File: src/rtl/alu_mc_if.sv
// rtl/alu_mc_if.sv - request/result bundle between an alu_mc and its user
// Purpose: carries one request (valid/ready, opcode, operands, shift index)
//   into the block and one result (valid/ready, result word, flags) out.
// Ports (signals):
//   i_valid, i_opcode[3:0], i_wordA/B[WIDTH-1:0], i_shamt[SHW-1:0] : request
//   o_ready                                                        : block idle
//   o_valid, o_result[WIDTH-1:0], o_flag_equal, o_flag_notequal,
//   o_illegal                                                      : result
//   i_ready                                                        : result taken
// Modports: master = requester/consumer side, slave = alu_mc side.
interface alu_mc_if #(
  parameter int WIDTH = 32,
  parameter int SHW   = $clog2(WIDTH)
);
  logic             i_valid;
  logic             o_ready;
  logic [3:0]       i_opcode;
  logic [WIDTH-1:0] i_wordA;
  logic [WIDTH-1:0] i_wordB;
  logic [SHW-1:0]   i_shamt;
  logic             o_valid;
  logic             i_ready;
  logic [WIDTH-1:0] o_result;
  logic             o_flag_equal;
  logic             o_flag_notequal;
  logic             o_illegal;

  modport master (
    output i_valid, i_opcode, i_wordA, i_wordB, i_shamt, i_ready,
    input  o_ready, o_valid, o_result, o_flag_equal, o_flag_notequal, o_illegal
  );

  modport slave (
    input  i_valid, i_opcode, i_wordA, i_wordB, i_shamt, i_ready,
    output o_ready, o_valid, o_result, o_flag_equal, o_flag_notequal, o_illegal
  );
endinterface

File: src/rtl/alu_mc.sv
// rtl/alu_mc.sv - multi-cycle ALU with optional shift-add multiply / restoring divide
// Purpose: accepts one operation at a time, returns a registered result and
//   equal/not-equal flags. Opcodes 0x0-0xC finish one cycle after accept.
//   Opcodes 0xD (MUL), 0xE (DIVU), 0xF (REMU) take WIDTH+1 cycles when the
//   macro ALU_MC_MULDIV_EN is defined; otherwise they finish in one cycle
//   with o_result=0 and o_illegal=1.
// Ports:
//   i_clk  : clock, rising edge
//   i_rst  : asynchronous active-high reset
//   bus    : alu_mc_if.slave (request, result and handshake signals)
module alu_mc #(
  parameter int WIDTH = 32,
  parameter int SHW   = $clog2(WIDTH)
) (
  input  logic     i_clk,
  input  logic     i_rst,
  alu_mc_if.slave  bus
);

  typedef enum logic [1:0] {IDLE, BUSY, DONE} state_t;

  localparam logic [WIDTH-1:0] ONE = WIDTH'(1);

  state_t           state_q;
  logic             ready_q;
  logic             valid_q;
  logic [WIDTH-1:0] result_q;
  logic             eq_q;
  logic             ne_q;
  logic             ill_q;

  logic [WIDTH-1:0] alu_d;
  logic [WIDTH-1:0] bit_mask;
  logic             multi_d;

  // Single-cycle datapath, evaluated on the live request inputs.
  // Shifting by >= WIDTH naturally yields zero (or sign fill for SRA).
  always_comb begin
    bit_mask = ONE << bus.i_shamt;
    multi_d  = (bus.i_opcode >= 4'hD);
    alu_d    = '0;
    case (bus.i_opcode)
      4'h0: alu_d = bus.i_wordA + bus.i_wordB;
      4'h1: alu_d = bus.i_wordA - bus.i_wordB;
      4'h2: alu_d = bus.i_wordA & bus.i_wordB;
      4'h3: alu_d = bus.i_wordA | bus.i_wordB;
      4'h4: alu_d = ~(bus.i_wordA | bus.i_wordB);
      4'h5: alu_d = bus.i_wordA ^ bus.i_wordB;
      4'h6: alu_d = bus.i_wordA << bus.i_shamt;
      4'h7: alu_d = bus.i_wordA >> bus.i_shamt;
      4'h8: alu_d = $unsigned($signed(bus.i_wordA) >>> bus.i_shamt);
      4'h9: alu_d[0] = ($signed(bus.i_wordA) < $signed(bus.i_wordB));
      4'hA: alu_d[0] = (bus.i_wordA < bus.i_wordB);
      4'hB: alu_d = bus.i_wordA | bit_mask;
      4'hC: alu_d = bus.i_wordA & ~bit_mask;
      default: alu_d = '0;
    endcase
  end

`ifdef ALU_MC_MULDIV_EN
  localparam logic [SHW-1:0] LAST = SHW'(WIDTH - 1);

  // a_q: multiplicand (MUL) or dividend shifting into quotient (DIV)
  // b_q: multiplier (MUL) or divisor (DIV)
  // acc_q: product accumulator (MUL) or partial remainder (DIV)
  logic [WIDTH-1:0] a_q;
  logic [WIDTH-1:0] b_q;
  logic [WIDTH-1:0] acc_q;
  logic [SHW-1:0]   cnt_q;
  logic [1:0]       kind_q;   // opcode low bits: 01 MUL, 10 DIVU, 11 REMU

  logic [WIDTH-1:0] mul_acc_d;
  logic [WIDTH:0]   rem_shift;
  logic [WIDTH:0]   trial;
  logic [WIDTH-1:0] div_rem_d;
  logic [WIDTH-1:0] div_quo_d;

  // One step of each iterative algorithm. A zero divisor never restores,
  // so the quotient fills with ones and the remainder ends up equal to A.
  always_comb begin
    mul_acc_d = b_q[0] ? (acc_q + a_q) : acc_q;
    rem_shift = {acc_q, a_q[WIDTH-1]};
    trial     = rem_shift - {1'b0, b_q};
    if (trial[WIDTH]) begin
      div_rem_d = rem_shift[WIDTH-1:0];
      div_quo_d = {a_q[WIDTH-2:0], 1'b0};
    end else begin
      div_rem_d = trial[WIDTH-1:0];
      div_quo_d = {a_q[WIDTH-2:0], 1'b1};
    end
  end
`endif

  always_ff @(posedge i_clk or posedge i_rst) begin
    if (i_rst) begin
      state_q  <= IDLE;
      ready_q  <= 1'b1;
      valid_q  <= 1'b0;
      result_q <= '0;
      eq_q     <= 1'b0;
      ne_q     <= 1'b0;
      ill_q    <= 1'b0;
`ifdef ALU_MC_MULDIV_EN
      a_q      <= '0;
      b_q      <= '0;
      acc_q    <= '0;
      cnt_q    <= '0;
      kind_q   <= 2'b00;
`endif
    end else begin
      case (state_q)
        IDLE: begin
          if (bus.i_valid) begin
            ready_q <= 1'b0;
            eq_q    <= (bus.i_wordA == bus.i_wordB);
            ne_q    <= (bus.i_wordA != bus.i_wordB);
`ifdef ALU_MC_MULDIV_EN
            ill_q   <= 1'b0;
            if (multi_d) begin
              state_q <= BUSY;
              a_q     <= bus.i_wordA;
              b_q     <= bus.i_wordB;
              acc_q   <= '0;
              cnt_q   <= '0;
              kind_q  <= bus.i_opcode[1:0];
            end else begin
              state_q  <= DONE;
              valid_q  <= 1'b1;
              result_q <= alu_d;
            end
`else
            state_q  <= DONE;
            valid_q  <= 1'b1;
            result_q <= multi_d ? '0 : alu_d;
            ill_q    <= multi_d;
`endif
          end
        end
`ifdef ALU_MC_MULDIV_EN
        BUSY: begin
          cnt_q <= cnt_q + SHW'(1);
          if (kind_q == 2'b01) begin
            acc_q <= mul_acc_d;
            a_q   <= a_q << 1;
            b_q   <= b_q >> 1;
          end else begin
            acc_q <= div_rem_d;
            a_q   <= div_quo_d;
          end
          if (cnt_q == LAST) begin
            state_q <= DONE;
            valid_q <= 1'b1;
            case (kind_q)
              2'b01:   result_q <= mul_acc_d;
              2'b10:   result_q <= div_quo_d;
              default: result_q <= div_rem_d;
            endcase
          end
        end
`endif
        DONE: begin
          if (bus.i_ready) begin
            state_q <= IDLE;
            valid_q <= 1'b0;
            ready_q <= 1'b1;
          end
        end
        default: begin
          state_q <= IDLE;
          valid_q <= 1'b0;
          ready_q <= 1'b1;
        end
      endcase
    end
  end

  assign bus.o_ready         = ready_q;
  assign bus.o_valid         = valid_q;
  assign bus.o_result        = result_q;
  assign bus.o_flag_equal    = eq_q;
  assign bus.o_flag_notequal = ne_q;
  assign bus.o_illegal       = ill_q;

endmodule

File: src/flat_wrapper.sv
// flat-port wrapper written by rule: the top's interface ports become plain ports
module alu_mc_flat 
#(
  parameter int WIDTH = 32,
  parameter int SHW   = $clog2(WIDTH)
)
  (i_clk, i_rst, bus_i_valid, bus_i_opcode, bus_i_wordA, bus_i_wordB, bus_i_shamt, bus_i_ready, bus_o_ready, bus_o_valid, bus_o_result, bus_o_flag_equal, bus_o_flag_notequal, bus_o_illegal);
  alu_mc_if #(.WIDTH(WIDTH), .SHW(SHW)) bus_i ();
  input  logic i_clk;
  input  logic i_rst;
  input wire logic [$bits(bus_i.i_valid)-1:0] bus_i_valid;
  input wire logic [$bits(bus_i.i_opcode)-1:0] bus_i_opcode;
  input wire logic [$bits(bus_i.i_wordA)-1:0] bus_i_wordA;
  input wire logic [$bits(bus_i.i_wordB)-1:0] bus_i_wordB;
  input wire logic [$bits(bus_i.i_shamt)-1:0] bus_i_shamt;
  input wire logic [$bits(bus_i.i_ready)-1:0] bus_i_ready;
  output wire logic [$bits(bus_i.o_ready)-1:0] bus_o_ready;
  output wire logic [$bits(bus_i.o_valid)-1:0] bus_o_valid;
  output wire logic [$bits(bus_i.o_result)-1:0] bus_o_result;
  output wire logic [$bits(bus_i.o_flag_equal)-1:0] bus_o_flag_equal;
  output wire logic [$bits(bus_i.o_flag_notequal)-1:0] bus_o_flag_notequal;
  output wire logic [$bits(bus_i.o_illegal)-1:0] bus_o_illegal;
  assign bus_i.i_valid = bus_i_valid;
  assign bus_i.i_opcode = bus_i_opcode;
  assign bus_i.i_wordA = bus_i_wordA;
  assign bus_i.i_wordB = bus_i_wordB;
  assign bus_i.i_shamt = bus_i_shamt;
  assign bus_i.i_ready = bus_i_ready;
  assign bus_o_ready = bus_i.o_ready;
  assign bus_o_valid = bus_i.o_valid;
  assign bus_o_result = bus_i.o_result;
  assign bus_o_flag_equal = bus_i.o_flag_equal;
  assign bus_o_flag_notequal = bus_i.o_flag_notequal;
  assign bus_o_illegal = bus_i.o_illegal;
  alu_mc #(.WIDTH(WIDTH), .SHW(SHW)) u_core (.i_clk(i_clk), .i_rst(i_rst), .bus(bus_i));
endmodule
File: config.mk
export PLATFORM = sky130hd
export DESIGN_NAME = alu_mc_flat
export DESIGN_NICKNAME = d
export VERILOG_FILES = /design/src/rtl/alu_mc_if.sv /design/src/rtl/alu_mc.sv /design/src/flat_wrapper.sv
export SDC_FILE = /design/constraint.sdc
export NUM_CORES = 1
export LEC_CHECK = 0
export BUFFER_PORTS_ARGS = -buffer_cell sky130_fd_sc_hd__buf_2
export CAP_MARGIN = 25
export CORE_ASPECT_RATIO = 1.5
export CORE_MARGIN = 3
export CORE_UTILIZATION = 56
export CTS_BUF_LIST = sky130_fd_sc_hd__clkbuf_16
export CTS_CLUSTER_SIZE = 40
export DETAILED_ROUTE_END_ITERATION = 8
export PLACE_DENSITY = 0.9
export SKIP_CTS_REPAIR_TIMING = 1
export SLEW_MARGIN = 30
export SYNTH_ARGS = -nofsm -noshare
export SYNTH_HDL_FRONTEND = slang
export SYNTH_SLANG_ARGS = --single-unit
export TNS_END_PERCENT = 20
File: constraint.sdc
create_clock -name i_clk -period 1.9 [get_ports i_clk]
set_input_delay 0.19 -clock i_clk [delete_from_list [all_inputs] [get_ports i_clk]]
set_output_delay 0.19 -clock i_clk [all_outputs]
set_load 0.005 [all_outputs]
==> metrics.log, run 1 <==
[metrics] outcome: did not finish
[metrics] terminating stage of the flow: global routing (5_1_grt)
[metrics] tool error: [ERROR GRT-0232] Routing congestion too high. Check the congestion heatmap in the GUI.
[metrics] main area contributors after synthesis: sky130_fd_sc_hd__ha_1, sky130_fd_sc_hd__dfrtp_1, sky130_fd_sc_hd__nor2_1, sky130_fd_sc_hd__a21oi_1, sky130_fd_sc_hd__mux2i_1
[metrics] maximum buffer depth of the clock tree: 2
[metrics] worst endpoint after global-route timing repair: u_core.bus.o_result[0]$_DFFE_PP0P_/D
[metrics] Die X: 120 microns
[metrics] clock sink count: 37
[metrics] port buffer count: 113
[metrics] number of flops mapped to enable cells by yosys: 0
[metrics] kind of pin the worst path terminates on: sequential cell input
[metrics] average cell area after synthesis: approximately 7.1 sq um
[metrics] Synth top area share: 11.9%
[metrics] syn_nets: 1709
[metrics] Yosys warning total: 0
[metrics] clock tree root driver cell: sky130_fd_sc_hd__clkbuf_16
[metrics] height of the chip: 176 microns
[metrics] H-tree depth: 2
[metrics] share of the yosys chip area belonging to registers: 8.55%
[metrics] area post-placement: 15600 sq um
[metrics] Yosys cell types: 95
[metrics] overall track demand over capacity in global routing: between 80 and 90%
[metrics] Final Wtd Congestion: 1.37
[metrics] Mapped Area: 10800 sq um
[metrics] Post-Syn Instances: 1527
[metrics] sum of net half-perimeters after detailed placement: 49600 microns
[metrics] library cell with the highest instance count after synthesis: sky130_fd_sc_hd__nor2_1
[metrics] initial cell density of the core: 57.8%
[metrics] cell count after placement: 2344
[metrics] Yosys reg bits: 37
[metrics] number of placed I/O pins: 114
[metrics] Row Count: 61
[metrics] Async SR Flop Fraction: 100%
[metrics] commonest cells in the synthesized netlist: sky130_fd_sc_hd__nor2_1, sky130_fd_sc_hd__a21oi_1, sky130_fd_sc_hd__nand2_1
[metrics] overflow left after global routing: roughly 390
[metrics] TritonCTS buffer count: 5
[metrics] most used flip-flop cell after synthesis: sky130_fd_sc_hd__dfrtp_1
[metrics] cell type with the largest total area after synthesis: sky130_fd_sc_hd__ha_1
[metrics] largest net degree at the start of global routing: 38
kinds of logic after synthesis:
logic type	Yosys count	share of synthesized area, %
DFF	37	8.55
muxes	116	14.1
adders and majority gates	105	12.2
buffers and inverters	227	9.54
xor gates and xnor gates	9	0.727
AOI/OAI and AO/OA	555	34.9
and+or+nand+nor	478	20.0
per-stage QoR:
| stage | setup TNS (ns) | setup slack, ns |
|---|---|---|
| 2_1_floorplan | -12.01 | -0.717 |
| 3_5_place_dp | -31.44 | -1.24 |
| 3_3_place_gp | -26.13 | -0.987 |
| 4_1_cts | -21.99 | -0.962 |
routing by layer:
| layer | global-route usage [%] | GRT overflow |
|---|---|---|
| met5 | 52.9 | 5 |
| met4 | 92.0 | 123 |
| met3 | 77.6 | 20 |
| met1 | 83.5 | 13 |
| met2 | 101 | 227 |
==> run 2: changes to the inputs <==
--- a/config.mk
+++ b/config.mk
@@ -7,13 +7,10 @@
 export LEC_CHECK = 0
 export BUFFER_PORTS_ARGS = -buffer_cell sky130_fd_sc_hd__buf_2
 export CAP_MARGIN = 25
-export CORE_ASPECT_RATIO = 1.5
 export CORE_MARGIN = 3
-export CORE_UTILIZATION = 56
-export CTS_BUF_LIST = sky130_fd_sc_hd__clkbuf_16
-export CTS_CLUSTER_SIZE = 40
+export CORE_UTILIZATION = 40
 export DETAILED_ROUTE_END_ITERATION = 8
-export PLACE_DENSITY = 0.9
+export PLACE_DENSITY_LB_ADDON = 0.15
 export SKIP_CTS_REPAIR_TIMING = 1
 export SLEW_MARGIN = 30
 export SYNTH_ARGS = -nofsm -noshare
==> constraint.sdc (replaced) <==
create_clock -name i_clk -period 2.5 [get_ports i_clk]
set_input_delay 0.25 -clock i_clk [delete_from_list [all_inputs] [get_ports i_clk]]
set_output_delay 0.25 -clock i_clk [all_outputs]
set_load 0.005 [all_outputs]
==> metrics.log, run 2 <==
[metrics] count of vias placed by the detailed router: 14700
[metrics] Antenna Cells: 0
[metrics] Post-Syn Instances: about 1500
[metrics] worst reg2reg endpoint: u_core.bus.o_result[30]
[metrics] share of post-route cells with drive strength above 1: 40.7%
[metrics] minimum setup slack among reg-to-reg paths: approximately 0.16 ns
[metrics] category of the worst setup path capture point: flip-flop
[metrics] Async SR Flop Fraction: 100%
[metrics] Net count, final: 2215
[metrics] maximum clock frequency: 376 MHz
[metrics] required time of the critical path: 2.68 ns
[metrics] height of the chip: 171 microns
[metrics] Synth top area share: 11.9%
[metrics] outcome: complete, but fails checks
[metrics] Yosys warning total: 0
[metrics] relative slew slack: 60.5%
[metrics] Yosys reg bits: 37
[metrics] Static Leak: roughly 7.6 nW
[metrics] area delta synth->final: 48.8%
[metrics] library cell with the highest instance count after synthesis: sky130_fd_sc_hd__nor2_1
[metrics] syn_nets: 1709
[metrics] Via-to-Cell Ratio: around 6.2
[metrics] first-pass GRT wire length: 84800 microns
[metrics] initial antenna violation count: 2
[metrics] Layout Utilization: about three fifths
[metrics] average wire per standard cell: between 20 and 25 microns
[metrics] post-route clock period utilization: 106%
[metrics] TritonCTS buffer count: 5
[metrics] Max rail drop VDD: 321 uV
[metrics] commonest cells in the synthesized netlist: sky130_fd_sc_hd__nor2_1, sky130_fd_sc_hd__a21oi_1, sky130_fd_sc_hd__nand2_1
[metrics] aggregate routed wire length: 58300 microns
[metrics] number of hold-slack violations in the final timing report: 0
[metrics] Final Wtd Congestion: ~1.1
[metrics] slowest cell delay on critical path: 0.36 ns
[metrics] starting DRC count in detailed routing: ~1700
[metrics] flip-flop count of the largest register, all copies and words added: 32
[metrics] average cell area after synthesis: 7.10 sq um
[metrics] core area: 26400 sq um
[metrics] FILL cells: 2511
[metrics] DRC violations left: 0
[metrics] commonest non-fill, non-tap cell in the layout: sky130_fd_sc_hd__buf_4
[metrics] total power: 5.29 mW
[metrics] length of the first detailed-routing pass in iterations: 9
[metrics] most used flip-flop cell after synthesis: sky130_fd_sc_hd__dfrtp_1
[metrics] initial cell density of the core: between 40% and 50%
[metrics] skew final: about 0.0078 ns
[metrics] worst path arrival time: 2.84 ns
[metrics] final standard cell count with taps included and fillers excluded: 2369
[metrics] count of endpoints failing setup in the final report: 9
[metrics] failing checks: negative setup slack
[metrics] pwr/cell area: 328 nW/um^2
[metrics] clock latency on the worst-skew pair: approximately 0.29 ns
[metrics] worst slack at placement: -0.596 ns
[metrics] largest net degree at the start of global routing: 45
[metrics] cell count after placement: 2357
[metrics] Die X: between 150 and 200 microns
[metrics] number of flops mapped to enable cells by yosys: 0
[metrics] pin slew with the least headroom to its limit: 0.589 ns
[metrics] Yosys cell types: 95
[metrics] clock tree root driver cell: sky130_fd_sc_hd__clkbuf_16
[metrics] clock-pin transition on the worst setup and hold timing paths: approximately 0.070 ns
[metrics] multiplexer fraction of the synthesized cell area: between 10% and 20%
[metrics] simple-gate share of the synthesized area: 20.0%
[metrics] maximum buffer depth of the clock tree: 2
[metrics] Row Count: between 50 and 60
[metrics] residual antenna-violating net count after detailed routing: 0
[metrics] H-tree depth: 2
[metrics] clock tree from TritonCTS: built
[metrics] logic depth of the worst register-to-register path: 10
[metrics] main area contributors after synthesis: sky130_fd_sc_hd__ha_1, sky130_fd_sc_hd__dfrtp_1, sky130_fd_sc_hd__nor2_1, sky130_fd_sc_hd__a21oi_1, sky130_fd_sc_hd__mux2i_1
[metrics] crit path launch type: input pin
[metrics] final worst slack: -0.159 ns
[metrics] largest family of logic cells by synthesized area: compound AO/OA/AOI/OAI gates
[metrics] time the final worst path needs with I/O delays and setup: 2.66 ns
[metrics] vias in the first global route: 13700
[metrics] unrepaired setup endpoints after global routing: true
[metrics] clock sink count: 37
[metrics] die area: approximately 29000 sq um
[metrics] type of the setup path with the least slack: in -> reg
[metrics] number of placed I/O pins: 114
[metrics] Synth Area in Compound Gates: a little over a third
[metrics] overall track demand over capacity in global routing: 38.3%
[metrics] Synth Area in Adders: 12.2%
[metrics] Max Transition Viols Final: 0
[metrics] highest net fanout along the worst path: 3
[metrics] max capacitance violation total: 0
[metrics] Worst Hold Class: in -> async
[metrics] port buffer count: 113
[metrics] cell type with the largest total area after synthesis: sky130_fd_sc_hd__ha_1
[metrics] RR Startpoint: u_core.bus.o_valid
[metrics] cell chain of the critical path: buf_8 > buf_8 > clkinv_4 > ha_4 > inv_2 > fa_2 > nor3b_4 > o31ai_4 > a21oi_2 > nor4_4 > o221ai_2 > buf_4 > a21oi_2 > xnor2_1 > o21ai_1 > a22o_1
[metrics] sum of net half-perimeters after detailed placement: 48100 microns
[metrics] overflow left after global routing: 0
[metrics] share of the yosys chip area belonging to registers: 8.55%
[metrics] commonest non-fill, non-tap cells in the layout: sky130_fd_sc_hd__buf_4, sky130_fd_sc_hd__nor2_1, sky130_fd_sc_hd__nand2_1
[metrics] post-synthesis share of cell area spent on xor and xnor gates: 0.727%
[metrics] critical path's slowest cell: sky130_fd_sc_hd__fa_2
[metrics] Mapped Area: 10800 sq um
[run 2: cell counts after synthesis]
No cell type changed its count.
[run 2: how the worst max path moves through the flow]
stage                                          to            from  cells past startpoint
after detailed placement  u_core.bus.o_result[28]  bus_i_wordB[0]                     13
after global routing      u_core.bus.o_result[24]  bus_i_wordA[0]                     16
after floorplan           u_core.bus.o_result[29]  bus_i_wordA[4]                     13
after global placement    u_core.bus.o_result[28]  bus_i_wordB[0]                     13
final                     u_core.bus.o_result[24]  bus_i_wordA[0]                     16
after CTS                 u_core.bus.o_result[28]  bus_i_wordB[0]                     13
[run 2: report_power, final]
| part | switching [mW] | internal, mW | total (mW) |
|---|---|---|---|
| Sequential | 0.0729 | 0.708 | 0.780 |
| Clock | 0.279 | 0.499 | 0.778 |
| Combinational | 2.04 | 1.69 | 3.73 |
| Total | 2.39 | 2.90 | 5.29 |
[run 2: cell families after synthesis]
kind of cell / after synthesis
compound gates: 555
xor+xnor: 9
fa+ha+maj: 105
buf+inv: 227
flops: 37
mux: 116
simple gates: 478
[run 2: area by class of cell]
cell class	count	area, sq um	area share [%]
multi-input combinational	1263	9570	59.3
timing repair buffer	622	4650	28.8
sequential	37	927	5.74
tap	335	419	2.60
inverter	104	395	2.45
clock buffer	6	139	0.860
clock inverter	2	37.5	0.233
[run 2: per-layer routing]
| metal | global-route usage [%] | up-vias | wire length, microns |
|---|---|---|---|
| met2 | 61.3 | 828 | 26100 |
| met1 | 50.7 | 6932 | 23600 |
| met5 | 0 | - | 12 |
| met3 | 6.05 | 173 | 5150 |
| met4 | 17.3 | 2 | 3470 |
| li1 | - | 6717 | - |
[run 2: stage by stage]
| stage | area [sq um] | hold WS [ns] | setup TNS [ns] |
|---|---|---|---|
| 6_report | 16100 | 0.0772 | -0.746 |
| 5_1_grt | 16100 | 0.130 | -2.42 |
| 4_1_cts | 15400 | 0.0977 | -4.35 |
| 3_5_place_dp | 15300 | 0.407 | -13.24 |
| 3_3_place_gp | 15300 | 0.394 | -11.92 |
| 2_1_floorplan | 10900 | 0.324 | -1.13 |
[run 2: worst max-delay path: cells and delay by family]
family	cells	cell delay, ns
compound gates	6	1.08
fa+ha+maj	2	0.48
simple gates	2	0.41
buf+inv	5	0.49
xor+xnor	1	0.13
Note: power is estimated with default switching activity, not from simulation.
